[config.mk]
export PLATFORM = sky130hd
export DESIGN_NAME = uart_tx_arbiter
export DESIGN_NICKNAME = d
export VERILOG_FILES = /design/src/rtl/uart_tx_arbiter.sv
export SDC_FILE = /design/constraint.sdc
export NUM_CORES = 1
export LEC_CHECK = 0
export BUFFER_PORTS_ARGS = -buffer_cell sky130_fd_sc_hd__buf_2
export CAP_MARGIN = 10
export CORE_MARGIN = 5
export CORE_UTILIZATION = 47
export CTS_CLUSTER_DIAMETER = 60
export DETAILED_ROUTE_END_ITERATION = 6
export GPL_ROUTABILITY_DRIVEN = 1
export PLACE_DENSITY = 0.85
export SYNTH_ARGS = -nofsm -noshare
export SYNTH_HDL_FRONTEND = slang
export SYNTH_SLANG_ARGS = --single-unit
[constraint.sdc]
create_clock -name clk -period 2.75 [get_ports clk]
set_input_delay 0.55 -clock clk [delete_from_list [all_inputs] [get_ports clk]]
set_output_delay 0.55 -clock clk [all_outputs]
set_load 0.02 [all_outputs]
[src/rtl/uart_tx_arbiter.sv]
// Shares one UART transmitter between NUM_REQ byte producers (round-robin, optional burst lock).
// Latency: request seen in IDLE -> grant and tx_data_ready on the next cycle; one idle cycle follows each done.
// Backpressure: a single byte is in flight; requesters hold req/req_data until grant; no hang timeout.
//
// Ports:
//   clk, rst           clock (rising edge), asynchronous active-low reset
//   req, req_lock      per-requester byte request / burst-hold request (levels)
//   req_data           byte of requester i at [i*BITS +: BITS]
//   grant, done        one-hot 1-cycle pulses: byte captured / byte frame finished
//   busy               high whenever the sequencer is not IDLE
//   tx_data, tx_data_ready, tx_data_sent   transmitter handshake
module uart_tx_arbiter #(
  parameter int NUM_REQ   = 4,
  parameter int BITS      = 8,
  parameter int MAX_BURST = 16
) (
  input  logic                    clk,
  input  logic                    rst,
  input  logic [NUM_REQ-1:0]      req,
  input  logic [NUM_REQ-1:0]      req_lock,
  input  logic [NUM_REQ*BITS-1:0] req_data,
  output logic [NUM_REQ-1:0]      grant,
  output logic [NUM_REQ-1:0]      done,
  output logic                    busy,
  output logic [BITS-1:0]         tx_data,
  output logic                    tx_data_ready,
  input  logic                    tx_data_sent
);

  localparam int PW = $clog2(NUM_REQ);
  localparam int CW = $clog2(MAX_BURST + 1);

  typedef enum logic [1:0] {
    S_IDLE,
    S_ISSUE,
    S_WAIT_LOW,
    S_WAIT_HIGH
  } state_t;

  state_t              state_q, state_d;
  logic [NUM_REQ-1:0]  grant_q, grant_d;
  logic [NUM_REQ-1:0]  done_q, done_d;
  logic [BITS-1:0]     tx_data_q, tx_data_d;
  logic                tx_rdy_q, tx_rdy_d;
  logic                busy_q, busy_d;
  logic [PW-1:0]       ptr_q, ptr_d;
  logic [CW-1:0]       burst_q, burst_d;
  logic [PW-1:0]       owner_q, owner_d;
  logic                lock_q, lock_d;

  logic [BITS-1:0]     req_bytes [NUM_REQ];
  logic [PW-1:0]       rr_idx;
  logic                rr_found;
  logic [PW-1:0]       cand;
  logic                lock_ok;
  logic [PW-1:0]       win_idx;

  always_comb begin
    for (int i = 0; i < NUM_REQ; i++) begin
      req_bytes[i] = req_data[i*BITS +: BITS];
    end
  end

  // Round-robin scan starting just after the pointer, wrapping; the pointer
  // itself is checked last so the previous winner has lowest priority.
  always_comb begin
    rr_found = 1'b0;
    rr_idx   = '0;
    cand     = '0;
    for (int i = 1; i <= NUM_REQ; i++) begin
      cand = PW'((int'(ptr_q) + i) % NUM_REQ);
      if (!rr_found && req[cand]) begin
        rr_found = 1'b1;
        rr_idx   = cand;
      end
    end
  end

  // lock_q holds the owner's req_lock as sampled on its done edge.
  assign lock_ok = lock_q && req[owner_q] && (burst_q < CW'(MAX_BURST));
  assign win_idx = lock_ok ? owner_q : rr_idx;

  always_comb begin
    state_d   = state_q;
    grant_d   = '0;
    done_d    = '0;
    tx_data_d = tx_data_q;
    tx_rdy_d  = 1'b0;
    ptr_d     = ptr_q;
    burst_d   = burst_q;
    owner_d   = owner_q;
    lock_d    = lock_q;
    case (state_q)
      S_IDLE: begin
        // The done cycle itself does not arbitrate, which gives the
        // one-cycle gap and lets requesters react to done.
        if (!done_q && (req != '0)) begin
          grant_d[win_idx] = 1'b1;
          tx_data_d        = req_bytes[win_idx];
          tx_rdy_d         = 1'b1;
          owner_d          = win_idx;
          if (lock_ok) begin
            burst_d = burst_q + CW'(1);
          end else begin
            ptr_d   = rr_idx;
            burst_d = CW'(1);
          end
          state_d = S_ISSUE;
        end
      end
      S_ISSUE: begin
        state_d = S_WAIT_LOW;
      end
      S_WAIT_LOW: begin
        // Ignore the high level left over from the previous frame.
        if (!tx_data_sent) state_d = S_WAIT_HIGH;
      end
      S_WAIT_HIGH: begin
        if (tx_data_sent) begin
          done_d[owner_q] = 1'b1;
          lock_d          = req_lock[owner_q];
          state_d         = S_IDLE;
        end
      end
      default: state_d = S_IDLE;
    endcase
    busy_d = (state_d != S_IDLE);
  end

  always_ff @(posedge clk or negedge rst) begin
    if (!rst) begin
      state_q   <= S_IDLE;
      grant_q   <= '0;
      done_q    <= '0;
      tx_data_q <= '0;
      tx_rdy_q  <= 1'b0;
      busy_q    <= 1'b0;
      ptr_q     <= PW'(NUM_REQ - 1);
      burst_q   <= '0;
      owner_q   <= '0;
      lock_q    <= 1'b0;
    end else begin
      state_q   <= state_d;
      grant_q   <= grant_d;
      done_q    <= done_d;
      tx_data_q <= tx_data_d;
      tx_rdy_q  <= tx_rdy_d;
      busy_q    <= busy_d;
      ptr_q     <= ptr_d;
      burst_q   <= burst_d;
      owner_q   <= owner_d;
      lock_q    <= lock_d;
    end
  end

  assign grant         = grant_q;
  assign done          = done_q;
  assign busy          = busy_q;
  assign tx_data       = tx_data_q;
  assign tx_data_ready = tx_rdy_q;

endmodule

### After elaboration in Yosys (flattened, before gate mapping)

Index checks and enable logic that the tools add are counted.

| storage, ports and cells | value |
|---|---|
| flip-flop bits (word level) | 30 |
| input port bits | 43 |
| output and inout port bits | 18 |
| word-level logic and storage cells | 86 |

| operators by class | value |
|---|---|
| $add $sub $neg | 5 |
| $lt $le $gt $ge | 10 |
| eq/ne operators | 3 |
| muxes and demuxes | 38 |
| bitwise operators | 2 |
| reduce and logical (&&, ||, !) cells | 18 |

Operators with widths:

| kind | count |
|---|---|
| $lt 2x3->1 const B | 6 |
| $bmux 8 s2 | 1 |
| $mux 2 | 8 |
| $mux 4 | 4 |
| $mux 8 | 2 |
| $mux 1 | 13 |
| $bmux 1 s2 | 6 |
| $logic_and 1x1->1 | 8 |
| $pmux 2 s4 | 1 |
| $add 5x1->5 const B | 1 |
| $lt 5x5->1 const B | 1 |
| $mux 5 | 1 |
| $add 2x1->2 const B | 2 |
| $add 2x2->2 const B | 2 |
| $demux 1 s2 | 2 |
| $eq 2x2->1 const B | 2 |
| $ge 2x1->1 const B | 2 |
| $logic_not 4->1 | 1 |
| $reduce_and 2->1 | 2 |
| $reduce_bool 4->1 | 1 |
| $ge 3x3->1 const B | 1 |
| $logic_not 1->1 | 3 |
| $not 2->3 | 1 |
| $reduce_and 3->1 | 1 |
| 4 further kinds | 4 |

### Logic depth before layout (Yosys ltp)

| depth | value |
|---|---|
| word-level depth | 20 |
| depth in mapped cells | 7 |
| mapped depth without buffers | 5 |

### Least setup slack after synthesis

OpenSTA, ideal clock, no wires.

| path | value |
|---|---|
| path kind | input-to-reg |
| start | input port req[3] |
| end | register tx_data_q[2] (netlist: tx_data[2]) |
| setup time | 0.142 ns |
| data arrival time | 2.204 ns |
| slack | 0.403 ns |
| stages | 7 |
| path buffers | 2 |
| path through | mux4_2 -> and2_4 -> buf_6 -> o41ai_4 -> buf_6 -> mux2i_1 -> o221ai_1 |

| on the way | value |
|---|---|
| word-level cells in the longest chain between the ends | 17 |

RTL lines:

| element | line | source |
|---|---|---|
| start, declared | 19 | `input logic [NUM_REQ-1:0] req,` |
| $bmux 1 s2 | 72 | `if (!rr_found && req[cand]) begin` |
| $mux 1 (not written as such) | 72 |  |
| $mux 1 | 72 |  |
| $logic_not 1->1 | 72 |  |
| $logic_and 1x1->1 | 72 |  |
| $mux 1 | 72 |  |
| $logic_not 1->1 | 72 |  |
| $logic_and 1x1->1 | 72 |  |
| $mux 1 | 72 |  |
| $logic_not 1->1 | 72 |  |
| $logic_and 1x1->1 | 72 |  |
| $mux 2 | 72 |  |
| $mux 2 | 81 | `assign win_idx = lock_ok ? owner_q : rr_idx;` |
| $not 2->3 (not written as such) | 99 | `tx_data_d = req_bytes[win_idx];` |
| $bmux 8 s2 | 99 |  |
| $mux 8 (not written as such) (2 in series) | 99 |  |
| end signal, assigned | 146 | `tx_data_q <= tx_data_d;` |
| end, declared | 43 | `logic [BITS-1:0] tx_data_q, tx_data_d;` |

Parallel ways exist; a longest one is shown, timed or not. The select of a mux whose other input is x is not followed.
A chain may end at the register's enable or synchronous reset.

### Final worst setup path

| path | value |
|---|---|
| start | register owner_q[1] |
| end | register tx_data_q[3] (netlist: tx_data[3]) |

| on the way | value |
|---|---|
| word-level cells in the longest chain between the ends | 9 |

RTL lines:

| element | line | source |
|---|---|---|
| start, declared | 48 | `logic [PW-1:0] owner_q, owner_d;` |
| start signal, assigned | 151 | `owner_q <= owner_d;` |
| $bmux 1 s2 | 80 | `assign lock_ok = lock_q && req[owner_q] && (burst_q < CW'(MAX_BURST));` |
| $mux 1 (not written as such) | 80 |  |
| $logic_and 1x1->1 (2 in series) | 80 |  |
| $mux 2 * | 81 |  |
| $not 2->3 (not written as such) * | 99 |  |
| $bmux 8 s2 * | 99 |  |
| $mux 8 (not written as such) * (2 in series) | 99 |  |

Every way passes the cells marked *; elsewhere a longest branch is shown, timed or not. The select of a mux whose other input is x is not followed.

==> impl_metrics.env <==
export IMPL_grt_first_pass_wirelength_mm=5.858
export IMPL_path_max_fanout=20
export IMPL_r2r_start="owner_q[1]"
export IMPL_antenna_found_initial=0
export IMPL_avgSynthCellArea_um2=10.82
export IMPL_synth_warnings=0
export IMPL_drc_errors=0
export IMPL_syn_nets=183
export IMPL_pre_cts_ws_ns=0.2027
export IMPL_finalPower_mw=1.994
export IMPL_synthCells=139
export IMPL_placed_area_um2=1842
export IMPL_rsz0062_at_grt="false"
export IMPL_peakVddDrop_mv=0.3917
export IMPL_top_layer_used="met4"
export IMPL_synth_seq_area_share=0.5008
export IMPL_cap_viol_max_count=0
export IMPL_p_per_area_nw_per_um2=1037
export IMPL_hold_viol=0
export IMPL_cp_data_required_time_ns=2.94
export IMPL_arrival_ns=2.57
export IMPL_slowest_delay_ns=0.58
export IMPL_stdcell_area_um2=1923
export IMPL_place_gp_congestion=0.7809
export IMPL_cp_end_kind="register"
export IMPL_vias=1319
export IMPL_clock_sinks=30
export IMPL_max_slew_margin=0.5761
export IMPL_fin_ws_ns=0.3679
export IMPL_cts_tree="built"
export IMPL_r2r_end="tx_data[3]"
export IMPL_grt_overflow_total=0
export IMPL_synth_area_um2=1504
export IMPL_cts_resized=0
export IMPL_dr_wl_met2_mm=1.773
export IMPL_grt_pass1_vias=1361
export IMPL_worstSetupPathType="reg2reg"
export IMPL_ant_nets=0
export IMPL_dpl_cell_count=239
export IMPL_drv_slew=0
export IMPL_worst_pin_slew_ns=0.6359
export IMPL_die_y_um=66.57
export IMPL_synth_seq_cells=30
export IMPL_cellLeakagePower_nw=0.9968
export IMPL_setup_tns_ns=0
export IMPL_layout_drive_gt1_share=0.3663
export IMPL_synth_top_cell_area_share=0.4659
export IMPL_vias_per_cell=5.362
export IMPL_setup_viol=0
export IMPL_path_cells="mux4_2 > and2_4 > o41ai_4 > buf_12 > mux2i_1 > o221ai_1"
export IMPL_crit_path_top_delay_cell="mux4_2"
export IMPL_initial_utilization=0.4926
export IMPL_detail_route_first_pass_iterations=4
export IMPL_die_w_um=66.57
export IMPL_root_buffer="clkbuf_4"
export IMPL_clockBufferDepth=2
export IMPL_outcome="finished clean"
export IMPL_n_antenna_cell=0
export IMPL_fp_row_count=20
export IMPL_ff2ff_path_depth=6
export IMPL_area_growth_pct=27.87
export IMPL_die_area_um2=4431
export IMPL_clock_latency_ns=0.33
export IMPL_period_share=0.8662
export IMPL_yosys_area_top_type="dfrtp_1"
export IMPL_worstHoldPathType="in2async"
export IMPL_grt_max_degree=31
export IMPL_drt_wl_total_mm=3.456
export IMPL_wl_met1_mm=1.481
export IMPL_cts_inserted_buffers=5
export IMPL_fin_cells=246
export IMPL_nNetsFinal=246
export IMPL_period_minus_slack_ns=2.382
export IMPL_cts_clk_slew_worst_paths_ns=0.10
export IMPL_grt_use_total=0.1739
export IMPL_dp_final_hpwl_mm=2.574
export IMPL_ios=61
export IMPL_cts_setup_buffers=0
export IMPL_h_tree_depth=2
export IMPL_ctsHoldBuffers=0
export IMPL_regToRegSetupSlack_ns=0.37
export IMPL_crit_end="tx_data[3]"
export IMPL_max_freq_mhz=419.8
export IMPL_first_iter_violations=111
export IMPL_core_area_um2=3053
export IMPL_wl_met3_um=172
export IMPL_io_buffers=60
export IMPL_wire_per_inst_um=14.05
export IMPL_ys_types=30
export IMPL_worst_setup_path_start_kind="register"
export IMPL_crit_start="owner_q[1]"
export IMPL_synth_area_top_cells="dfrtp_1, mux2i_1, o221ai_1"
export IMPL_fillers=250
export IMPL_finClkSkew_ns=0.007491
## final cells by class
type / instances / area (um^2) / area share
tap: 44 / 55.05 / 0.02863
clock buffer: 6 / 51.30 / 0.02668
multi-input combinational: 100 / 694.4 / 0.3611
timing repair buffer: 62 / 327.8 / 0.1705
inverter: 3 / 11.26 / 0.005856
clock inverter: 1 / 30.03 / 0.01561
sequential: 30 / 753.2 / 0.3917
## power breakdown
group / total, mW / internal (mW) / switching, mW
clock network: 0.363 / 0.211 / 0.152
registers: 0.702 / 0.601 / 0.101
logic: 0.929 / 0.407 / 0.522
## critical path: cells and delay by family (launching register included)
family / cells / cell delay (ns)
AOI/OAI and AO/OA: 2 / 0.52
and+or+nand+nor: 1 / 0.22
DFF: 1 / 0.48
muxes: 2 / 0.80
buffers and inverters: 1 / 0.22
## cell families after synthesis
kind of cell	after synthesis	synth area share
AO/OA/AOI/OAI	29	0.1489
adder cells (fa/ha/maj)	1	0.008318
AND/OR/NAND/NOR	52	0.1656
multiplexers	18	0.1389
buffers and inverters	9	0.03743
flip-flops	30	0.5008
## synthesized netlist by cell type
cell type,count
nor2b_1,2
mux4_1,1
mux2i_1,16
mux4_2,1
and3_1,5
o211ai_1,1
and2_4,1
a21oi_1,3
nor4_1,1
nand2_1,18
a21boi_0,1
a31oi_1,1
inv_1,3
o22a_1,1
o221ai_1,8
o41ai_4,1
dfstp_2,2
buf_6,3
clkbuf_1,3
nand2b_1,5
o21ai_0,7
nor2_1,9
o31ai_1,3
ha_1,1
dfrtp_1,28
nand3_1,5
or4_1,1
a22o_1,1
nor3_1,5
o21a_1,2
## per-stage QoR
stage | hold WS [ns] | utilization
finish | 0.2288 | 0.6299
global route | 0.2778 | 0.6299
CTS | 0.2545 | 0.6299
detailed placement | 0.4631 | 0.6033
global placement | 0.4526 | 0.6033
floorplan | 0.2544 | -
## cell usage in the layout, fill, tap and decap left out
cell type,Yosys,routed
buf_12,0,1
o21ai_0,7,7
dfstp_2,2,2
a31oi_1,1,1
mux2i_1,16,16
nand2_1,18,18
clkbuf_8,0,1
a21boi_0,1,1
o41ai_4,1,1
clkbuf_4,0,5
nor3_1,5,5
buf_2,0,60
a21oi_1,3,3
o21a_1,2,2
dfrtp_1,28,28
o31ai_1,3,3
o211ai_1,1,1
and2_4,1,1
nor2_1,9,9
buf_4,0,1
nor2b_1,2,2
or4_1,1,1
o22a_1,1,1
inv_1,3,3
mux4_1,1,1
mux4_2,1,1
nand3_1,5,5
and3_1,5,5
bufinv_16,0,1
o221ai_1,8,8
nor4_1,1,1
a22o_1,1,1
ha_1,1,1
nand2b_1,5,5
## state kept, by name, indices dropped and copies added (netlist names)
| signal | flops |
|---|---|
| owner_q | 2 |
| done | 4 |
| lock_q | 1 |
| busy | 1 |
| state_q | 2 |
| ptr_q | 2 |
| burst_q | 5 |
| tx_data_ready | 1 |
| grant | 4 |
| tx_data | 8 |
## worst min path at each step
| stage | start | end | slack [ns] |
|---|---|---|---|
| floorplan | rst | burst_q[0] | 0.25 |
| global placement | lock_q | lock_q | 0.45 |
| detailed placement | lock_q | lock_q | 0.46 |
| CTS | rst | tx_data[7] | 0.25 |
| global route | rst | tx_data[0] | 0.28 |
| finish | rst | owner_q[0] | 0.23 |
## routing by layer
metal	global-route usage	vias to the layer above
met5	0	-
met4	0.06853	0
met3	0.05396	2
met2	0.2822	41
met1	0.2144	638
li1	-	638
Note: power is estimated with default switching activity, not from simulation.
